### src/rtl/studio_keypad.sv
// Studio keypad scanner: PS/2 digits to two 10-key pads with EF3/EF4 flags.
// Define STUDIO_KEYPAD2_EN to build keypad 2; otherwise it reads idle.
module studio_keypad #(
  parameter logic [15:0] MIN_HOLD = 16'd2000
) (
  input  logic        clk,
  input  logic        resetq,
  input  logic [10:0] ps2_key,
  input  logic        io_out,
  input  logic [2:0]  io_n,
  input  logic [7:0]  io_dout,
  output logic        ef3_n,
  output logic        ef4_n,
  output logic [3:0]  key_sel,
  output logic [9:0]  kp1_keys,
  output logic [9:0]  kp2_keys
);

  // Returns {hit, digit}.
  function automatic logic [4:0] map1(input logic [7:0] c);
    unique case (c)
      8'h45:   map1 = 5'h10;
      8'h16:   map1 = 5'h11;
      8'h1E:   map1 = 5'h12;
      8'h26:   map1 = 5'h13;
      8'h25:   map1 = 5'h14;
      8'h2E:   map1 = 5'h15;
      8'h36:   map1 = 5'h16;
      8'h3D:   map1 = 5'h17;
      8'h3E:   map1 = 5'h18;
      8'h46:   map1 = 5'h19;
      default: map1 = 5'h00;
    endcase
  endfunction

  logic             tog_q, tog_d;
  logic             prime_q, prime_d;
  logic             evt, is_make, sel_ok;
  logic [4:0]       m1;
  logic             hit1;
  logic [9:0]       held1_q, held1_d;
  logic [9:0]       kp1_q, kp1_d;
  logic [9:0][15:0] cnt1_q, cnt1_d;
  logic [3:0]       key_sel_q, key_sel_d;
  logic             ef3_q, ef3_d;
  logic [15:0]      kp1_pad;

  assign evt     = !prime_q && (ps2_key[10] != tog_q);
  assign is_make = ps2_key[9];
  assign sel_ok  = key_sel_q <= 4'd9;

  always_comb begin
    prime_d   = 1'b0;
    tog_d     = ps2_key[10];
    key_sel_d = key_sel_q;
    if (io_out && io_n == 3'b010)
      key_sel_d = io_dout[3:0];
    m1      = map1(ps2_key[7:0]);
    hit1    = evt && !ps2_key[8] && m1[4];
    held1_d = held1_q;
    for (int k = 0; k < 10; k++) begin
      cnt1_d[k] = (cnt1_q[k] != 16'd0) ? cnt1_q[k] - 16'd1 : 16'd0;
      kp1_d[k]  = held1_q[k] | (cnt1_q[k] != 16'd0);
    end
    // A make reload takes priority over the per-cycle decrement.
    if (hit1) begin
      if (is_make) begin
        held1_d[m1[3:0]] = 1'b1;
        cnt1_d[m1[3:0]]  = MIN_HOLD;
      end else begin
        held1_d[m1[3:0]] = 1'b0;
      end
    end
    kp1_pad = {6'd0, kp1_q};
    ef3_d   = !(sel_ok && kp1_pad[key_sel_q]);
  end

  always_ff @(posedge clk or negedge resetq) begin
    if (!resetq) begin
      tog_q     <= 1'b0;
      prime_q   <= 1'b1;
      held1_q   <= '0;
      cnt1_q    <= '0;
      kp1_q     <= '0;
      key_sel_q <= 4'hF;
      ef3_q     <= 1'b1;
    end else begin
      tog_q     <= tog_d;
      prime_q   <= prime_d;
      held1_q   <= held1_d;
      cnt1_q    <= cnt1_d;
      kp1_q     <= kp1_d;
      key_sel_q <= key_sel_d;
      ef3_q     <= ef3_d;
    end
  end

  assign ef3_n    = ef3_q;
  assign key_sel  = key_sel_q;
  assign kp1_keys = kp1_q;

`ifdef STUDIO_KEYPAD2_EN
  function automatic logic [4:0] map2(input logic [7:0] c);
    unique case (c)
      8'h70:   map2 = 5'h10;
      8'h69:   map2 = 5'h11;
      8'h72:   map2 = 5'h12;
      8'h7A:   map2 = 5'h13;
      8'h6B:   map2 = 5'h14;
      8'h73:   map2 = 5'h15;
      8'h74:   map2 = 5'h16;
      8'h6C:   map2 = 5'h17;
      8'h75:   map2 = 5'h18;
      8'h7D:   map2 = 5'h19;
      default: map2 = 5'h00;
    endcase
  endfunction

  logic [4:0]       m2;
  logic             hit2;
  logic [9:0]       held2_q, held2_d;
  logic [9:0]       kp2_q, kp2_d;
  logic [9:0][15:0] cnt2_q, cnt2_d;
  logic             ef4_q, ef4_d;
  logic [15:0]      kp2_pad;

  always_comb begin
    m2      = map2(ps2_key[7:0]);
    hit2    = evt && !ps2_key[8] && m2[4];
    held2_d = held2_q;
    for (int k = 0; k < 10; k++) begin
      cnt2_d[k] = (cnt2_q[k] != 16'd0) ? cnt2_q[k] - 16'd1 : 16'd0;
      kp2_d[k]  = held2_q[k] | (cnt2_q[k] != 16'd0);
    end
    if (hit2) begin
      if (is_make) begin
        held2_d[m2[3:0]] = 1'b1;
        cnt2_d[m2[3:0]]  = MIN_HOLD;
      end else begin
        held2_d[m2[3:0]] = 1'b0;
      end
    end
    kp2_pad = {6'd0, kp2_q};
    ef4_d   = !(sel_ok && kp2_pad[key_sel_q]);
  end

  always_ff @(posedge clk or negedge resetq) begin
    if (!resetq) begin
      held2_q <= '0;
      cnt2_q  <= '0;
      kp2_q   <= '0;
      ef4_q   <= 1'b1;
    end else begin
      held2_q <= held2_d;
      cnt2_q  <= cnt2_d;
      kp2_q   <= kp2_d;
      ef4_q   <= ef4_d;
    end
  end

  assign ef4_n    = ef4_q;
  assign kp2_keys = kp2_q;
`else
  assign ef4_n    = 1'b1;
  assign kp2_keys = '0;
`endif

endmodule

### config.mk
export PLATFORM = sky130hd
export DESIGN_NAME = studio_keypad
export DESIGN_NICKNAME = d
export VERILOG_FILES = /design/src/rtl/studio_keypad.sv
export SDC_FILE = /design/constraint.sdc
export NUM_CORES = 1
export LEC_CHECK = 0
export BUFFER_PORTS_ARGS = -buffer_cell sky130_fd_sc_hd__buf_2
export CAP_MARGIN = 40
export CORE_MARGIN = 5
export CORE_UTILIZATION = 34
export DETAILED_ROUTE_END_ITERATION = 16
export SETUP_SLACK_MARGIN = 0.05
export SLEW_MARGIN = 20
export SYNTH_ARGS = -nofsm -noshare
export SYNTH_HDL_FRONTEND = slang
export SYNTH_SLANG_ARGS = --single-unit
### constraint.sdc
create_clock -name clk -period 2.3 [get_ports clk]
set_input_delay 0.46 -clock clk [delete_from_list [all_inputs] [get_ports clk]]
set_output_delay 0.46 -clock clk [all_outputs]
set_load 0.01 [all_outputs]
==> results.md, run 1 <==
* Final Hold Vio Count at 0
* Initial DRT Pass Iterations at 4
* # diodes at 0
* DR vias/cell at about 4.8
* Critical path startpoint category: register
* Initial Utilization at between 30% and 40%
* Worst Path Max Fanout at 10
* Port bufs at 35
* Detailed Place HPWL at 13,100 µm
* CTS clock-pin slew for the worst setup and hold paths at roughly 0.070 ns
* Cts hold-fix bufs at 0
* RSZ-0062 raised after global routing: no
* Max-slew headroom at the worst pin at 60.2%
* Post-Syn Instances at around 940
* Final Slew Violations at 0
* Nets at about 1,100
* Top Layer Used: met4
* Number of synthesized register bits at between 150 and 200
* Initial antenna violation count at 0
* Routed vias at just under 7,000
* Fin Clk Skew at 0.0102 ns
* Ys async rst share at between 90% and 100%
* Clk Latency, worst-skew pair at 0.43 ns
* Row count at 61
* Synth Flop Type: dfrtp_1
* # setup viols final at 0
* DRC at 0
* TritonCTS clock tree: done
* Hold WS at ~0.037 ns
* Met2 routed WL at ~8000 µm
* PwrDens at 798 mW/mm²
* Worst endpoint data arrival time at 2.40 ns
* Crit Path Class: register to register
* Period minus WS final at 2.09 ns
* Max Cap Viol at 0
* Final Wtd Congestion at approximately 0.77
* Clk buf depth at 2
* Leak at around 4.3 nW
* Register area at approximately 0.0047 mm²
* WL met1 at ~9400 µm
* Status: completed
* Area of the multi-input gates at around 0.0046 mm²
* Final antenna-violating net count at 0
* Final period utilization at between 90% and 100%
* Drt total wl at approximately 18,000 µm
* Type of the worst min-delay path: primary input to asynchronous set/reset pin
* Worst vdd ir at 0.413 mV
* Post-synthesis sequential area ratio at between 40% and 50%
* Post-Syn Area per Cell at just over 10 µm²
* Fraction of layout cells with a size suffix above 1 at 15.6%
* Synth warnings at 0
* Layout Cells excl Fill at ~1,400
* Die width at 177 µm
* Synth Cell Area at about 0.0095 mm²
* Required time of the critical path at approximately 2.6 ns
* DIE HEIGHT at 177 µm
* Core area at 0.0276 mm²
* CTS sink count at 187
* P&R area growth vs syn at 15.6%
* Root Buffer: clkbuf_16
* Synth cell types at 69
* Cts bufs inserted at 17
* Gr ovfl total at 0
* FMAX at 479 MHz
* Pwr Total at between 0.008 and 0.009 W
* Largest net degree at the start of global routing at 67
* Endpoint type of the worst setup path: register
* Vias in the first global route at 6,550
* Worst-case reg-to-reg path depth at 7
* DRT iter0 DRCs at between 400 and 500
* Measured slew at the worst slew-check pin at approximately 0.60 ns
* Filler cell count at around 2,800
* Fin util at about two fifths
* WL/cell at 13.1 µm
* Post-synth EDFFs at 0
* Die ar. at roughly 0.031 mm²
* GRT Overall Usage at about an eighth
* First-pass GRT wire length at between 30,000 and 40,000 µm
* Io pins at between 50 and 60
* H-tree depth at 4
* Inst Count DP at 1,370
* Routed length on met3 at between 600 and 700 µm
==> power by group <==
part	switching [W]	total, W	internal [W]
Clock	0.00128	0.00293	0.00164
Sequential	0.000584	0.00445	0.00387
Combinational	0.000667	0.00135	0.000687
==> per-stage QoR <==
stage	setup TNS, ns	setup WS, ns	area (µm²)
global placement	-0.266	-0.0462	10300
floorplan	0	0.287	9510
detailed placement	-0.706	-0.0886	10300
finish	0	0.211	10900
global route	0	0.0537	10900
CTS	0	0.0644	10900
==> cell type report <==
type | count | share of cell area, %
clock inverter | 12 | 1.27
timing repair buffer | 73 | 4.74
tap | 378 | 4.32
sequential | 187 | 42.8
inverter | 23 | 0.789
clock buffer | 20 | 4.08
multi-input combinational | 710 | 42.0
==> state kept, by name, summed over array words and instances, names as in the netlist, named ones only <==
signal    count
ef3_n         1
key_sel       4
tog_q         1
kp1_keys     10
prime_q       1
cnt1_q      160
==> final timing paths <==
| check | startpoint | endpoint | slack (ns) |
|---|---|---|---|
| max | cnt1_q[48]$_DFF_PN0_ | cnt1_q[63]$_DFF_PN0_ | 0.21 |
| min | resetq | cnt1_q[2]$_DFF_PN0_ | 0.04 |
| max reg2reg | cnt1_q[48]$_DFF_PN0_ | cnt1_q[63]$_DFF_PN0_ | 0.21 |
| min reg2reg | cnt1_q[48]$_DFF_PN0_ | cnt1_q[48]$_DFF_PN0_ | 0.45 |
| max in group asynchronous | resetq | cnt1_q[125]$_DFF_PN0_ | 1.60 |
| min in group clk | ps2_key[10] | tog_q$_DFF_PN0_ | 0.16 |
==> synth_stat cells, types with 3 or more instances <==
library cell	instances	area, µm²
nor4_1	23	144
and2_1	4	25.0
or4_1	12	90.1
inv_1	23	86.3
nor4bb_1	3	30.0
nor4b_1	5	43.8
nand3_1	25	125
nor2_1	146	548
nor3b_1	4	30.0
nand2_1	73	274
o21ai_0	53	265
nand4_1	8	50.1
nand2b_1	12	75.1
nor3_2	3	30.0
xor2_1	48	420
buf_2	8	40.0
buf_4	13	97.6
mux2i_1	5	50.1
or2_2	5	31.3
a21oi_1	9	45.0
or3_1	19	119
and4b_1	3	30.0
dfstp_2	6	158
and3_1	3	18.8
o31ai_1	8	60.1
nor4_4	3	63.8
or4_4	3	33.8
ha_1	20	250
nand4b_1	10	87.6
dfrtp_1	181	4530
and3b_1	4	35.0
nand3b_1	9	67.6
mux2_2	9	101
o31ai_2	3	37.5
clkbuf_1	4	15.0
nor3_1	44	220
nor2b_1	6	37.5
xnor2_1	80	701
==> layer usage <==
layer,vias up,GRT usage [%]
li1,3356,-
met4,0,3.77
met2,100,18.3
met1,3262,18.3
met3,22,2.56
met5,-,0
==> cell usage in the layout, fill, tap and decap left out, drive strengths merged, types with 21 or more instances in the layout <==
| cell type | instances |
|---|---|
| buf | 72 |
| clkbuf | 21 |
| dfrtp | 181 |
| inv | 26 |
| nand2 | 74 |
| nand3 | 25 |
| nor2 | 148 |
| nor3 | 48 |
| nor4 | 28 |
| o21ai | 54 |
| xnor2 | 80 |
| xor2 | 48 |
==> worst max-delay path, cell delays in order, from the launching register on <==
cell and delay [ns]:
dfrtp_1 0.39, inv_1 0.08, ha_1 0.14, or4b_1 0.45
nor4_2 0.23, nor4b_4 0.28, a31o_2 0.31, nor2_1 0.09
==> logic make-up after synthesis <==
group | after synthesis | synth area share (%)
compound gates | 87 | 5.59
other cells | 2 | 0.0793
mux | 16 | 2.07
fa+ha+maj | 20 | 2.64
flops | 187 | 49.5
simple gates | 447 | 25.6
xor+xnor | 128 | 11.8
buf+inv | 49 | 2.64
==> what timing repair did <==
action | in CTS | in global routing
endpoints found under the hold margin | 0 | 0
endpoints found under the setup margin | 0 | 23
resized for setup | 0 | 4
buffers inserted | 0 | 1
No activity file was read; power rests on OpenSTA's default activity.
==> run 2: changes to the inputs <==
Settings changed: CORE_UTILIZATION 34 to 40.
Clock period 2.3 ns to 2.5 ns, I/O delays scaled along.
==> run 2 against run 1 <==
  * Hold slack improved by 0.040 ns
  * Power shrank 7.6%
  * Global-route usage increased by 2.5 points
  * Cell count fell by 4.6%
  * Critical path depth is the same
  * Combinational power fell by 8%
  * Largest power group unchanged
==> results.md, run 2 (synthesis gave the netlist of run 1 again) <==
* CTS sink count at 187 (unchanged)
* Root Buffer: clkbuf_16 (unchanged)
* Routed vias at 6,687 (was 6,740)
* Fraction of layout cells with a size suffix above 1 at 15.0% (was 15.6%)
* Fin Clk Skew at 0.00990 ns (was 0.0102 ns)
* WL/cell at 13.9 µm (was 13.1 µm)
* Internal power at 0.00574 W (was 0.00620 W)
* Detailed Place HPWL at 13,200 µm (was 13,100 µm)
* Die width at 164 µm (was 177 µm)
* H-tree depth at 4 (unchanged)
* Type of the worst min-delay path: primary input to asynchronous set/reset pin (unchanged)
* Seq pwr share at 50.8% (was 51.0%)
* Max-slew headroom at the worst pin at 56.0% (was 60.2%)
* Endpoint type of the worst setup path: register (unchanged)
* Max FFs per register at 160 (unchanged)
* Leak at 4.25 nW (was 4.27 nW)
* Fin util at 46.2% (was 39.6%)
* DRT iter0 DRCs at 358 (was 427)
* Crit Path Class: register to register (unchanged)
* Final Wtd Congestion at 0.794 (was 0.767)
* FMAX at 449 MHz (was 479 MHz)
* First-pass GRT wire length at 32,900 µm (was 32,000 µm)
* Clk network pwr share at 33.9% (was 33.5%)
* Worst vdd ir at 0.376 mV (was 0.413 mV)
* Final period utilization at 89.1% (was 90.8%)
* Gr ovfl total at 0 (unchanged)
* Clk Latency, worst-skew pair at 0.42 ns (was 0.43 ns)
* Max Cap Viol at 0 (unchanged)
* Cts bufs inserted at 17 (unchanged)
* Row count at 56 (was 61)
* Clk buf depth at 2 (unchanged)
* CTS clock-pin slew for the worst setup and hold paths at 0.07 ns (about the same)
* PwrDens at 747 mW/mm² (was 798 mW/mm²)
* Initial DRT Pass Iterations at 5 (was 4)
* TritonCTS clock tree: done (unchanged)
* RSZ-0062 raised after global routing: no (unchanged)
* Initial antenna violation count at 1 (was 0)
* Final Slew Violations at 0 (unchanged)
* Sw frac at 28.8% (was 29.0%)
* Sw Pwr at 0.00233 W (was 0.00253 W)
* Period minus WS final at 2.23 ns (was 2.09 ns)
* CP delay by family, top: simple AND/OR/NAND/NOR gates (unchanged)
* Status: completed (unchanged)
* Most frequent cells in the layout: 181 x dfrtp_1, 146 x nor2_1, 80 x xnor2_1, 73 x nand2_1, 53 x o21ai_0 (unchanged)
* P&R area growth vs syn at 14.1% (was 15.6%)
* Worst Path Max Fanout at 7 (was 10)
* Max incr delay on CP at 0.58 ns (was 0.45 ns)
* Most flops, register: cnt1_q (unchanged)
* Slowest-stage cell, CP: or4b_2 (was or4b_1)
* DIE HEIGHT at 164 µm (was 177 µm)
* Buffers plus inverters on the worst setup path at 2 (was 1)
* # diodes at 0 (unchanged)
* Measured slew at the worst slew-check pin at 0.655 ns (was 0.596 ns)
* Largest net degree at the start of global routing at 71 (was 67)
* Setup TNS at 0 ns (unchanged)
* Filler cell count at 2,261 (was 2,753)
* Die ar. at 0.0269 mm² (was 0.0313 mm²)
* Port bufs at 35 (unchanged)
* Crit path cell chain: inv_1, ha_1, or4b_2, nor3_1, and2b_1, buf_4, o21ai_0 (was inv_1, ha_1, or4b_1, nor4_2, nor4b_4, a31o_2, nor2_1)
* # setup viols final at 0 (unchanged)
* Final antenna-violating net count at 0 (unchanged)
* Critical path startpoint category: register (unchanged)
* Vias in the first global route at 6,846 (was 6,550)
* Drt total wl at 18,600 µm (was 18,400 µm)
* DR vias/cell at 4.99 (was 4.80)
* Final worst setup slack at 0.273 ns (was 0.211 ns)
* DRC at 0 (unchanged)
* Worst endpoint data arrival time at 2.51 ns (was 2.40 ns)
* Initial Utilization at 40.5% (was 34.3%)
* GRT Overall Usage at 14.9% (was 12.4%)
* Core area at 0.0234 mm² (was 0.0276 mm²)
* Nets at 1,052 (was 1,057)
* Io pins at 51 (unchanged)
* Commonest non-fill, non-tap cell in the layout: dfrtp_1 (unchanged)
* Final Hold Vio Count at 0 (unchanged)
* Combinational power share at 15.3% (was 15.5%)
* Placement Setup Slack at 0.148 ns (was -0.0886 ns)
* Required time of the critical path at 2.79 ns (was 2.61 ns)
==> run 2: cell count changes in the layout (fill, tap and decap cells not counted), sizes merged <==
cell      previous run  this run
clkinvlp             3         2
clkbuf              21        23
inv                 26        25
buf                 72        67
==> run 2: layout make-up <==
cell class                 count  area (µm²)  share of cell area (%)
clock inverter                10         113                    1.04
tap                          319         399                    3.69
clock buffer                  22         474                    4.39
multi-input combinational    710        4580                    42.4
sequential                   187        4690                    43.4
inverter                      23        86.3                   0.799
timing repair buffer          68         469                    4.34
==> run 2: path summary, 6_finish.rpt <==
kind                                       from  slack (ns)               endpoint  cells after the start
max                         cnt1_q[0]$_DFF_PN0_        0.27    cnt1_q[6]$_DFF_PN0_                      7
max reg2reg                 cnt1_q[0]$_DFF_PN0_        0.27    cnt1_q[6]$_DFF_PN0_                      7
max in group asynchronous                resetq        1.76   cnt1_q[28]$_DFF_PN0_                      2
min                                      resetq        0.08  cnt1_q[142]$_DFF_PN0_                      1
min reg2reg                cnt1_q[48]$_DFF_PN0_        0.44   cnt1_q[48]$_DFF_PN0_                      1
min in group clk                    ps2_key[10]        0.20        tog_q$_DFF_PN0_                      1
==> run 2: stage by stage <==
step	instances	cell area (µm²)	hold WS [ns]	power, W
global placement	1307	10200	0.431	0.00533
detailed placement	1307	10200	0.439	0.00538
CTS	1339	10800	0.0954	0.00817
floorplan	946	9510	0.204	0.00500
finish	1339	10800	0.0774	0.00807
global route	1339	10800	0.130	0.00855
==> run 2: worst reg2reg max path, cell delays in order, from the launching register on <==
cell and delay [ns]:
dfrtp_1 0.42, inv_1 0.09, ha_1 0.14, or4b_2 0.58, nor3_1 0.27, and2b_1 0.31
buf_4 0.19, o21ai_0 0.10
==> run 2: power groups by stage <==
stage | sequential, W | combinational, W | clock, W
after floorplan | 0.00403 | 0.000962 | 0
after global placement | 0.00412 | 0.00121 | 0
after detailed placement | 0.00413 | 0.00125 | 0
after CTS | 0.00410 | 0.00126 | 0.00281
after global routing | 0.00418 | 0.00143 | 0.00295
final | 0.00410 | 0.00124 | 0.00273
==> run 2: layer usage <==
metal / GRT usage, % / vias to the layer above / wire length [µm]
li1: - / 3330 / -
met1: 21.1 / 3254 / 9360
met2: 23.2 / 88 / 8480
met3: 3.29 / 13 / 651
met4: 3.74 / 2 / 139
met5: 0 / - / 7
==> run 2: repair_timing <==
item	in CTS	in global routing
hold buffers	0	0
setup buffers	0	0
resized for setup	0	1
endpoints found under the setup margin	0	6
